**src/rtl/wb_arb2.sv**
```systemverilog
// Two-master to one-slave Wishbone arbiter with a registered grant and a bus watchdog.
// Define ARB_RR_EN for round-robin on simultaneous requests; M0 has fixed priority otherwise.
module wb_arb2 #(
  parameter int unsigned AW      = 19,
  parameter int unsigned DW      = 16,
  parameter int unsigned TIMEOUT = 255
) (
  input  logic              wb_clk_i,
  input  logic              wb_rst_i,
  input  logic [AW:1]       wbm0_adr_i,
  input  logic [DW-1:0]     wbm0_dat_i,
  output logic [DW-1:0]     wbm0_dat_o,
  input  logic [DW/8-1:0]   wbm0_sel_i,
  input  logic              wbm0_we_i,
  input  logic              wbm0_stb_i,
  input  logic              wbm0_cyc_i,
  output logic              wbm0_ack_o,
  output logic              wbm0_err_o,
  input  logic [AW:1]       wbm1_adr_i,
  input  logic [DW-1:0]     wbm1_dat_i,
  output logic [DW-1:0]     wbm1_dat_o,
  input  logic [DW/8-1:0]   wbm1_sel_i,
  input  logic              wbm1_we_i,
  input  logic              wbm1_stb_i,
  input  logic              wbm1_cyc_i,
  output logic              wbm1_ack_o,
  output logic              wbm1_err_o,
  output logic [AW:1]       wbs_adr_o,
  output logic [DW-1:0]     wbs_dat_o,
  input  logic [DW-1:0]     wbs_dat_i,
  output logic [DW/8-1:0]   wbs_sel_o,
  output logic              wbs_we_o,
  output logic              wbs_stb_o,
  output logic              wbs_cyc_o,
  input  logic              wbs_ack_i,
  output logic [1:0]        gnt_o
);

  typedef enum logic [1:0] {StIdle, StG0, StG1} state_e;

  localparam int unsigned   WdW    = (TIMEOUT > 0) ? $clog2(TIMEOUT + 1) : 1;
  localparam logic [WdW-1:0] WdLast = WdW'(TIMEOUT - 1);

  state_e         state_q, state_d, both_pick;
  logic [WdW-1:0] wd_q, wd_d;
  logic           sel0, sel1, stb_raw, cyc_raw, wd_hit;

`ifdef ARB_RR_EN
  // last_q: 0 = M0 served last, 1 = M1 served last.
  logic last_q, last_d;

  always_comb begin
    last_d = last_q;
    if (state_d == StG0 && state_q != StG0) last_d = 1'b0;
    if (state_d == StG1 && state_q != StG1) last_d = 1'b1;
  end

  always_ff @(posedge wb_clk_i) begin
    if (wb_rst_i) last_q <= 1'b1;
    else          last_q <= last_d;
  end

  assign both_pick = last_q ? StG0 : StG1;
`else
  assign both_pick = StG0;
`endif

  always_comb begin
    state_d = state_q;
    unique case (state_q)
      StIdle: begin
        if (wbm0_cyc_i && wbm1_cyc_i) state_d = both_pick;
        else if (wbm0_cyc_i)          state_d = StG0;
        else if (wbm1_cyc_i)          state_d = StG1;
      end
      StG0:    if (!wbm0_cyc_i) state_d = wbm1_cyc_i ? StG1 : StIdle;
      StG1:    if (!wbm1_cyc_i) state_d = wbm0_cyc_i ? StG0 : StIdle;
      default: state_d = StIdle;
    endcase
  end

  // Reset gates every slave-facing output and every ack/err immediately.
  assign sel0    = (state_q == StG0) && !wb_rst_i;
  assign sel1    = (state_q == StG1) && !wb_rst_i;
  assign stb_raw = (sel0 && wbm0_stb_i) || (sel1 && wbm1_stb_i);
  assign cyc_raw = (sel0 && wbm0_cyc_i) || (sel1 && wbm1_cyc_i);
  assign wd_hit  = (TIMEOUT != 0) && stb_raw && cyc_raw && !wbs_ack_i && (wd_q == WdLast);

  always_comb begin
    wd_d = wd_q + WdW'(1);
    if (TIMEOUT == 0 || wbs_ack_i || !(stb_raw && cyc_raw) || wd_hit) wd_d = '0;
  end

  always_ff @(posedge wb_clk_i) begin
    if (wb_rst_i) begin
      state_q <= StIdle;
      wd_q    <= '0;
    end else begin
      state_q <= state_d;
      wd_q    <= wd_d;
    end
  end

  always_comb begin
    wbs_adr_o = '0;
    wbs_dat_o = '0;
    wbs_sel_o = '0;
    wbs_we_o  = 1'b0;
    if (sel0) begin
      wbs_adr_o = wbm0_adr_i;
      wbs_dat_o = wbm0_dat_i;
      wbs_sel_o = wbm0_sel_i;
      wbs_we_o  = wbm0_we_i;
    end else if (sel1) begin
      wbs_adr_o = wbm1_adr_i;
      wbs_dat_o = wbm1_dat_i;
      wbs_sel_o = wbm1_sel_i;
      wbs_we_o  = wbm1_we_i;
    end
  end

  assign wbs_cyc_o  = cyc_raw;
  assign wbs_stb_o  = stb_raw && !wd_hit;
  assign wbm0_ack_o = wbs_ack_i && sel0 && wbm0_stb_i;
  assign wbm1_ack_o = wbs_ack_i && sel1 && wbm1_stb_i;
  assign wbm0_err_o = wd_hit && sel0;
  assign wbm1_err_o = wd_hit && sel1;
  assign wbm0_dat_o = wbs_dat_i;
  assign wbm1_dat_o = wbs_dat_i;
  assign gnt_o      = {state_q == StG1, state_q == StG0};

endmodule

```
**config.mk**
```make
export PLATFORM = sky130hd
export DESIGN_NAME = wb_arb2
export DESIGN_NICKNAME = d
export VERILOG_FILES = /design/src/rtl/wb_arb2.sv
export SDC_FILE = /design/constraint.sdc
export NUM_CORES = 1
export LEC_CHECK = 0
export ABC_AREA = 1
export BUFFER_PORTS_ARGS = -buffer_cell sky130_fd_sc_hd__buf_2
export CELL_PAD_IN_SITES_DETAIL_PLACEMENT = 1
export CELL_PAD_IN_SITES_GLOBAL_PLACEMENT = 1
export CORE_ASPECT_RATIO = 0.6
export CORE_UTILIZATION = 18
export DETAILED_ROUTE_END_ITERATION = 8
export GPL_ROUTABILITY_DRIVEN = 0
export PLACE_DENSITY = 0.84
export SYNTH_ARGS = -nofsm -noshare
export SYNTH_HDL_FRONTEND = slang
export SYNTH_SLANG_ARGS = --single-unit
export TNS_END_PERCENT = 30
```
**constraint.sdc**
```tcl
create_clock -name wb_clk_i -period 1.2 [get_ports wb_clk_i]
set_clock_uncertainty 0.05 [all_clocks]
set_input_delay 0.12 -clock wb_clk_i [delete_from_list [all_inputs] [get_ports wb_clk_i]]
set_output_delay 0.12 -clock wb_clk_i [all_outputs]
set_load 0.05 [all_outputs]
```
# Word level (Yosys, flattened, before mapping)
# Cells that the tools add are included.
[totals]
ff_bits = 10
in_bits = 99
output_inout_bits = 78
elab_cells = 53
[op_classes]
add_sub_neg = 1
n_eq_ne = 6
mux = 16
reduce_logical = 28
[ops]
columns = ["op", "n"]
rows = [
  ["$mux W19", 2],
  ["$mux W16", 2],
  ["$logic_and A1 B1 Y1", 17],
  ["$mux W2", 8],
  ["$add A8 B1 Y8 const B", 1],
  ["$eq A8 B8 Y1 const B", 1],
  ["$pmux W2 S3", 1],
  ["$logic_not A1 Y1", 4],
  ["$logic_or A1 B1 Y1", 4],
  ["$ne A2 B2 Y1 const B", 2],
  ["$ne A4 B4 Y1 const B", 1],
  ["$mux W1", 3],
  ["$reduce_and A3 Y1", 1],
  ["$eq A2 B1 Y1 const B", 1],
  ["$eq A2 B2 Y1 const B", 1],
  ["$logic_not A2 Y1", 1],
  ["$reduce_or A2 Y1", 1],
]

# Logic depth before layout (Yosys ltp)
# Gate-level depths: netlist (run 1).
[depth]
depth_word = 9
depth_mapped = 7
ltp_nobuf = 7

# Worst setup path after synthesis (run 1)
# OpenSTA, ideal clock, no wires.
[synth_timing]
kind = "register to output"
startpoint = "reg state_q[1]"
endpoint = "out wbm0_err_o"
arrival_ns = 1.910
required_time_ns = 1.030
slack_ns = -0.880
path_stages_with_launch = 7
path_buffers = 0
cell_sequence = "dfxtp_1 inv_2 nor2_2 nand2_1 nand2_1 nand4_1 nor2_1"
[synth_via]
elab_chain_cells = 8
word_cells_on_any_way = 14
cone_classes = "eq/ne: 2; reduce/logical: 12"
[synth_lines]
columns = ["element", "line_no", "text"]
rows = [
  ["from (decl)", "44", "state_e state_q, state_d, both_pick;"],
  ["from (signal assigned)", "96", "state_q <= StIdle;"],
  ["from (signal assigned)", "99", "state_q <= state_d;"],
  ["$eq A2 B1 Y1 or $eq A2 B2 Y1 (tied branches)", "83, 84", ""],
  ["$logic_and A1 B1 Y1 (on tied branches)", "83, 84", ""],
  ["$logic_and A1 B1 Y1", "86", "assign cyc_raw = (sel0 && wbm0_cyc_i) || (sel1 && wbm1_cyc_i);"],
  ["$logic_or A1 B1 Y1 *", "86", ""],
  ["named net wbs_cyc_o", "34", "output logic wbs_cyc_o,"],
  ["$logic_and A1 B1 Y1 * (3 in series)", "87", "assign wd_hit = (TIMEOUT != 0) && stb_raw && cyc_raw && !wbs_ack_i && (wd_q == WdLast);"],
  ["$logic_and A1 B1 Y1 *", "126", "assign wbm0_err_o = wd_hit && sel0;"],
  ["to (decl)", "18", "output logic wbm0_err_o,"],
]
# Mark *: on every way through the listed nets, which the timed path passes. The rest lies on a longest branch.

# Final worst setup path (run 1)
[layout_timing]
startpoint = "reg state_q[0]"
endpoint = "out wbm0_err_o"
[layout_via]
elab_chain_cells = 8
word_cells_on_any_way = 14
cone_classes = "eq/ne: 2; reduce/logical: 12"
[layout_lines]
columns = ["element", "line_no"]
rows = [
  ["$eq A2 B1 Y1 or $eq A2 B2 Y1 (tied branches)", "83, 84"],
  ["$logic_and A1 B1 Y1 (on tied branches)", "83, 84"],
  ["$logic_and A1 B1 Y1 (on tied branches)", "85, 86"],
  ["$logic_or A1 B1 Y1 (on tied branches)", "85, 86"],
  ["$logic_and A1 B1 Y1 (3 in series)", "87"],
  ["$logic_and A1 B1 Y1 *", "126"],
]
# Mark *: on every way between the ends. The rest lies on a longest branch, timed or not.

==> impl_metrics.toml, run 1 <==
[run_status]
outcome = "complete, but fails checks"
violations = "setup timing"

[layout]
fin_cells = 462
syn2layout_area_growth_pct = 98.6
layout-drive-gt1-share = 0.564
final_cell_area_mm2 = 0.00275
final_util = 0.373
antenna_cells = 0
fin_nets = 460

[power_and_ir_drop]
leakagePower_nw = 1.37
vdd_drop_max_v = 0.000318
seqPwrFrac = 0.193
p_clk_frac = 0.372
powerDensity_mw_per_mm2 = 646
switching_share = 0.347
p_int_mw = 1.16
p_comb_frac = 0.435
power_switching_mw = 0.616

[yosys]
yosysSeqAreaShare = 0.145
synth_edf_count = 0
synth_area_mm2 = 0.00138
ys_types = 21
synth_top_cells_by_area = "nand3_1, buf_4, dfxtp_1"
syn_area_per_cell_um2 = 5.74
yosysMostFrequentCell = "nand3_1"
synth_nets = 342
yosysWarnings = 0
ys.flop_type = "dfxtp_1"
synth_common_cells = "nand3_1, nand2_1, buf_4"
synth_largest_area_cell = "nand3_1"
async_flop_share = 0
synth_top_cell_area_share = 0.300
ys_ff_latch = 10
post_synth_inst_count = 241

[die]
die_w_um = 115
die_h_um = 69.9
start_util = 0.188
row_count = 24
die-area_mm2 = 0.00805
boundaryPins = 177
core_area_mm2 = 0.00736

[detailed_routing]
drt-total-wl_um = 6670
vias = 2023
drc = 0
routedWlPerCell_um = 14.4
drt_iter0_markers = 47
via_per_inst = 4.38
dr.pass1.iters = 4
postRouteAntennaNets = 0

[sta]
timing.fmax_mhz = 596
finalSetupViolCount = 54
slew_headroom = 0.790
fin_setup_tns_ns = -18.80
max_slew.worst_pin.slew_ns = 0.314
fin_ws_ns = -0.479
fin_crit_sh = 1.40
hold_slack_ns = 0.142
hold_viol = 0
rsz0062_at_grt = "yes"
period_needed_ns = 1.68
slew_violations = 0

[worst_setup_path]
cp_max_fo = 3
rrSetupSlack_ns = -0.12
timing.rr.start = "state_q[0]"
cpMaxStageDelayCell = "dfxtp_2"
cp-startpoint = "state_q[0]"
cp.required_ns = 1.03
cpMostUsedCell = "nor2_4"
worst-path-buf-inv = 3
cpPeakStageDelay_ns = 0.35
crit_chain = "inv_2 > nor2_4 > nand3_2 > nand2_2 > nand4_1 > buf_6 > nor2_4 > buf_8"
cp-start-kind = "flop"
cp-end-kind = "output pin"
critPathTopFamily = "simple AND/OR/NAND/NOR gates"
cp.arrival_ns = 1.51
critPathKind = "reg -> out"

[flow_run]
drv_cap = 0

[worst_hold_path]
hold_class = "in -> reg"
min-delay-start = "wb_rst_i"

[clocking]
cts_buffer_depth = 2
numCtsBuffers = 3
holdBufCountCts = 0
ctsRootBufferMaster = "clkbuf_16"
clkSinkCount = 10
h-tree-depth = 1
clock_latency_ns = 0.24
cts.clk_slew.worst_paths_ns = 0.04
cts_tree = "built"

[grt]
gr-total-overflow = 0
antenna_found_initial = 0
grt_usage = 0.159
grt_pass1_vias = 2159
grt_first_pass_wirelength_um = 10100
grt_max_degree = 79

[place]
dp_hpwl_um = 4510
io_buffers = 128
place_area_mm2 = 0.00216
placed_cells = 452
[cells by family after synthesis]
family                   share of synthesized area
flip-flops                                   0.145
AO/OA/AOI/OAI                               0.0226
XOR/XNOR                                    0.0253
adder cells (fa/ha/maj)                     0.0181
AND/OR/NAND/NOR                              0.531
buffers and inverters                        0.259
[path summary, 6_finish.rpt]
kind	endpoint	cells past startpoint
worst min-delay path	state_q[0]	3
worst min register to register	wd_q[0]	2
worst max-delay path	wbm0_err_o	8
worst max register to register	wd_q[5]	7
[sequential cells by signal (all words and copies together), names as in the netlist]
register	count
state_q	2
wd_q	8
[power groups by stage]
stage          clock network, mW  registers (mW)  logic (mW)
2_1_floorplan                  0           0.348       0.659
3_3_place_gp                   0           0.348       0.607
3_5_place_dp                   0           0.348       0.621
4_1_cts                    0.673           0.342       0.746
5_1_grt                    0.687           0.343       0.818
6_report                   0.660           0.342       0.773
[cells in the final DEF, fill, tap and decap left out, types with 6 or more instances in the layout]
cell / synthesis / final
nand2_1: 52 / 36
dfxtp_1: 10 / 8
nand2_2: 1 / 16
inv_1: 10 / 8
buf_4: 32 / 26
buf_8: 0 / 13
nand3_1: 83 / 79
buf_6: 0 / 33
nor2_1: 18 / 13
nor2_4: 0 / 6
buf_2: 10 / 82
[routing by layer]
layer | track usage | routed length, um
met1 | 0.168 | 2660
met2 | 0.315 | 3570
met3 | 0.0365 | 393
met4 | 0.0346 | 44
met5 | 0 | 0
[tightest hold or removal path: cells and delay by family]
kind                   cells  cell delay [ns]
buffers and inverters      2             0.23
AND/OR/NAND/NOR            1             0.04
[metrics by stage]
| stage | power, mW | setup slack [ns] |
|---|---|---|
| finish | 1.78 | -0.479 |
| floorplan | 1.01 | -0.295 |
| CTS | 1.76 | -0.454 |
| detailed placement | 0.969 | -0.392 |
| global placement | 0.955 | -0.368 |
| global route | 1.85 | -0.556 |
[final cells by class]
| class | instances | area [um2] |
|---|---|---|
| Sequential cell | 10 | 203 |
| Timing Repair Buffer | 161 | 1330 |
| Inverter | 12 | 45.0 |
| Clock buffer | 4 | 88.8 |
| Tap cell | 104 | 130 |
| Fill cell | 949 | 4610 |
| Multi-Input combinational cell | 171 | 951 |
[timing repair]
item / CTS / global route
resized for setup: 117 / 7
cloned: 1 / 2
setup buffers: 2 / 1
pin swaps: 18 / 6
setup endpoints to repair: 54 / 55
Note: power is estimated with default switching activity, not from simulation.
==> inputs of run 2 (changes only) <==
--- a/config.mk
+++ b/config.mk
@@ -10,6 +10,7 @@
 export CELL_PAD_IN_SITES_DETAIL_PLACEMENT = 1
 export CELL_PAD_IN_SITES_GLOBAL_PLACEMENT = 1
 export CORE_ASPECT_RATIO = 0.6
+export CORE_MARGIN = 2
 export CORE_UTILIZATION = 18
 export DETAILED_ROUTE_END_ITERATION = 8
 export GPL_ROUTABILITY_DRIVEN = 0
==> run 2 against run 1 <==
  * The flow still finishes with violations (setup timing)
  * Cell count up 2.4%
  * Routed wire length up 8.4%
  * Critical path depth unchanged
  * Final area up 5.9%
  * Hold slack better by 0.016 ns
  * Via count up 2.0%
  * Critical path type unchanged
  * Highest routed layer unchanged
==> impl_metrics.toml, run 2 (same netlist as run 1, synthesis figures left out) <==
[run_status]
outcome = "complete, but fails checks"
violations = "setup timing"

[worst_setup_path]
cp_max_fo = 3
cp-end-kind = "output pin"
critPathKind = "reg -> out"
cp.arrival_ns = 1.50
cp.required_ns = 1.03
cp-start-kind = "flop"

[clocking]
cts_buffer_depth = 2
clock_latency_ns = 0.24
cts_tree = "built"
clkSinkCount = 10
holdBufCountCts = 0
ctsRootBufferMaster = "clkbuf_16"
numCtsBuffers = 3
h-tree-depth = 1
cts.clk_slew.worst_paths_ns = 0.04

[flow_run]
drv_cap = 0

[place]
io_buffers = 128
dp_hpwl_um = 4670
placed_cells = 452
place_area_mm2 = 0.00216

[layout]
fin_cells = 473
fillers = 931
top_regs = "wd_q x8, state_q x2"
layout_commonest_cell = "buf_2"
fin_nets = 471
seq_area_um2 = 206
largest_reg_flops = 8
top_register = "wd_q"
layout_common_cells = "buf_2, nand3_1, nand2_1"
multi_input_area_um2 = 980
antenna_cells = 0
syn2layout_area_growth_pct = 110
final_cell_area_mm2 = 0.00291
layout-drive-gt1-share = 0.588

[die]
row_count = 24
core_area_mm2 = 0.00736
boundaryPins = 177
start_util = 0.188
die_h_um = 71.9
die_w_um = 117
die-area_mm2 = 0.00843

[detailed_routing]
routedWlPerCell_um = 15.3
drt_iter0_markers = 64
vias = 2064
drc = 0
dr.pass1.iters = 4
postRouteAntennaNets = 0
drt-total-wl_um = 7230
via_per_inst = 4.36

[grt]
grt_pass1_vias = 2014
grt_first_pass_wirelength_um = 9310
grt_max_degree = 79
antenna_found_initial = 0
grt_usage = 0.135
gr-total-overflow = 0

[power_and_ir_drop]
power_mw = 1.83
leakagePower_nw = 1.45
powerDensity_mw_per_mm2 = 630
vdd_drop_max_v = 0.000358

[sta]
finalSetupViolCount = 55
hold_slack_ns = 0.157
max_slew.worst_pin.slew_ns = 0.308
hold_viol = 0
fin_crit_sh = 1.39
period_needed_ns = 1.67
timing.fmax_mhz = 597
slew_violations = 0
rsz0062_at_grt = "yes"
slew_headroom = 0.794
fin_ws_ns = -0.474

[worst_hold_path]
hold_class = "in -> reg"
==> run 2: where the power goes <==
| part | switching [mW] | total [mW] | internal, mW |
|---|---|---|---|
| Combinational | 0.475 | 0.835 | 0.359 |
| Sequential | 0.00452 | 0.343 | 0.338 |
| Clock | 0.156 | 0.658 | 0.501 |
==> run 2: worst max-delay path: stages (launching register included) <==
cell and delay, ns:
dfxtp_2 0.35, inv_2 0.06, nor2_4 0.15, nand3_2 0.12
nand2_2 0.11, nand4_1 0.10, buf_6 0.15, nor2_4 0.08
buf_8 0.15
==> run 2: cell type report <==
cell class	instances	share of cell area
Sequential cell	10	0.0709
Timing Repair Buffer	172	0.501
Multi-Input combinational cell	171	0.337
Clock buffer	4	0.0305
Inverter	12	0.0163
Tap cell	104	0.0447
==> run 2: final timing paths <==
path	startpoint	endpoint	slack [ns]	cells after the start
worst max-delay path	state_q[1]	wbm1_err_o	-0.47	8
worst min-delay path	wb_rst_i	state_q[1]	0.16	3
worst max register to register	state_q[1]	wd_q[4]	-0.20	8
worst min register to register	wd_q[5]	wd_q[5]	0.48	2
==> run 2: timing repair <==
item                                    4_1_cts  5_1_grt
buffers inserted                              3        8
pin swaps                                    14       21
endpoints found under the setup margin       54       54
gates resized for setup                     112       22
gates cloned                                  0        6
==> run 2: per-layer routing <==
metal	GRT usage	wire length (um)	up-vias
li1	-	-	1018
met1	0.152	2990	966
met2	0.259	3770	74
met3	0.0343	391	6
met4	0.0275	78	0
met5	0	0	-
==> run 2: per-stage QoR <==
step | setup slack (ns) | setup TNS [ns] | utilization
6_report | -0.474 | -20.64 | 0.396
3_3_place_gp | -0.403 | -8.14 | 0.294
4_1_cts | -0.464 | -17.28 | 0.357
5_1_grt | -0.554 | -24.26 | 0.396
2_1_floorplan | -0.295 | -7.64 | -
3_5_place_dp | -0.442 | -10.33 | 0.294
==> inputs of run 3 (changes only) <==
--- a/config.mk
+++ b/config.mk
@@ -6,7 +6,7 @@
 export NUM_CORES = 1
 export LEC_CHECK = 0
 export ABC_AREA = 1
-export BUFFER_PORTS_ARGS = -buffer_cell sky130_fd_sc_hd__buf_2
+export BUFFER_PORTS_ARGS = -buffer_cell sky130_fd_sc_hd__buf_4
 export CELL_PAD_IN_SITES_DETAIL_PLACEMENT = 1
 export CELL_PAD_IN_SITES_GLOBAL_PLACEMENT = 1
 export CORE_ASPECT_RATIO = 0.6
==> run 3 against run 2 <==
  * The run still ends with setup timing left
  * Sequential power about the same
  * First-iteration DRC count shrank 42%
  * Cell count grew 0.21%
  * Register-to-register slack worse by 0.05 ns
  * Final area increased by 8.0%
  * Sequential share of layout area shrank 0.48 points
  * Flip-flop and latch count did not move
  * Clock power increased by 3%
  * Routed wire length up 4.3%
  * Die area stayed put
  * Utilization up 3.1 points
  * Critical path type unchanged
  * Critical endpoint is now wbm0_err_o
==> impl_metrics.toml, run 3 (same netlist as run 1, synthesis figures left out) <==
[worst_setup_path]
r2r.worst_path.cells = 8
cp-end-kind = "output pin"
r2r_end = "wd_q[6]"
cp-startpoint = "state_q[0]"
timing.rr.start = "state_q[0]"
cp.arrival_ns = 1.58
cp.required_ns = 1.03
cp-start-kind = "flop"
cp_max_fo = 3
critPathKind = "reg -> out"
rrSetupSlack_ns = -0.25

[grt]
grt_pass1_vias = 2204
grt_first_pass_wirelength_um = 10400
antenna_found_initial = 0
grt_max_degree = 42
gr-total-overflow = 0
grt_usage = 0.153

[power_and_ir_drop]
vdd_drop_max_v = 0.000450
p_int_mw = 1.28
switching_share = 0.338
seqPwrFrac = 0.177
p_comb_frac = 0.472
p_clk_frac = 0.351
leakagePower_nw = 1.53
power_switching_mw = 0.651
powerDensity_mw_per_mm2 = 614

[die]
die_h_um = 71.9
die_w_um = 117
die-area_mm2 = 0.00843
start_util = 0.188
boundaryPins = 177
core_area_mm2 = 0.00736
row_count = 24

[worst_hold_path]
worstHoldPathCells = 3
min-delay-start = "wb_rst_i"
holdPathEnd = "state_q[1]"
hold_class = "in -> reg"

[layout]
top_register = "wd_q"
layout_common_cells = "buf_4, nand3_1, nand2_1, buf_6, nand2_2"
syn2layout_area_growth_pct = 127
fin_nets = 472
layout-drive-gt1-share = 0.586
top_regs = "wd_q x8, state_q x2"
layout_commonest_cell = "buf_4"
antenna_cells = 0
largest_reg_flops = 8

[sta]
hold_slack_ns = 0.111
fin_crit_sh = 1.46
max_slew.worst_pin.slew_ns = 0.194
finalSetupViolCount = 55
hold_viol = 0
slew_headroom = 0.870
timing.fmax_mhz = 572
fin_ws_ns = -0.549
period_needed_ns = 1.75
rsz0062_at_grt = "yes"
slew_violations = 0

[detailed_routing]
drt-total-wl_um = 7540
postRouteAntennaNets = 0
drt_iter0_markers = 37
drc = 0
via_per_inst = 4.43
routedWlPerCell_um = 15.9
dr.pass1.iters = 4
vias = 2100

[clocking]
cts_tree = "built"
ctsRootBufferMaster = "clkbuf_16"
h-tree-depth = 1
cts.clk_slew.worst_paths_ns = 0.04
clock_latency_ns = 0.24
holdBufCountCts = 0
numCtsBuffers = 3
clkSinkCount = 10
cts_buffer_depth = 2

[run_status]
outcome = "complete, but fails checks"
violations = "setup timing"

[place]
dp_slack_ns = -0.476
io_buffers = 128
dp_hpwl_um = 5060

[flow_run]
drv_cap = 0
run 3: what timing repair did:
action,CTS,global route
gates resized for setup,73,15
gates cloned,0,4
pin swaps,8,9
setup buffers,5,4
endpoints found under the setup margin,54,55
run 3: routing by layer:
metal  part of all wire  routed length [um]  global-route usage
met1               0.39                2970               0.171
met2               0.53                3990               0.291
met3              0.066                 498              0.0418
met4              0.011                  85              0.0340
met5                  0                   0                   0
run 3: through the flow:
stage | area, um2 | setup TNS [ns] | cells | total power [mW] | utilization
after CTS | 2960 | -17.71 | 467 | 1.86 | 0.403
after global routing | 3140 | -25.84 | 474 | 2.00 | 0.427
after global placement | 2560 | -5.41 | 458 | 1.10 | 0.348
final | 3140 | -21.92 | 474 | 1.93 | 0.427
after floorplan | 1460 | -7.64 | 241 | 1.01 | -
after detailed placement | 2560 | -7.75 | 458 | 1.12 | 0.348
run 3: layout make-up:
cell class | instances | area, um2
Fill cell | 915 | 4220
Timing Repair Buffer | 173 | 1690
Multi-Input combinational cell | 171 | 982
Sequential cell | 10 | 208
Tap cell | 104 | 130
Clock buffer | 4 | 88.8
Inverter | 12 | 47.5
run 3: how the worst max path moves through the flow:
stage,end,slack (ns),depth (start not counted)
detailed placement,wbm0_err_o,-0.48,8
global placement,wbm0_err_o,-0.33,8
finish,wbm0_err_o,-0.55,8
global route,wbm0_err_o,-0.60,8
floorplan,wbs_stb_o,-0.29,6
CTS,wbm0_err_o,-0.51,8
run 3: power groups by stage:
stage	sequential [mW]	combinational, mW	clock [mW]
final	0.342	0.910	0.676
after CTS	0.342	0.845	0.670
after detailed placement	0.348	0.772	0
after global placement	0.348	0.757	0
after global routing	0.342	0.963	0.693
after floorplan	0.348	0.659	0
run 3: critical path, cell delays in order, from the launching register on:
cell and delay (ns):
dfxtp_2 0.36, inv_2 0.06, nor2_4 0.16, nand3_2 0.10
nand2_2 0.11, nand4_1 0.14, buf_6 0.17, nor2_4 0.09
buf_8 0.15
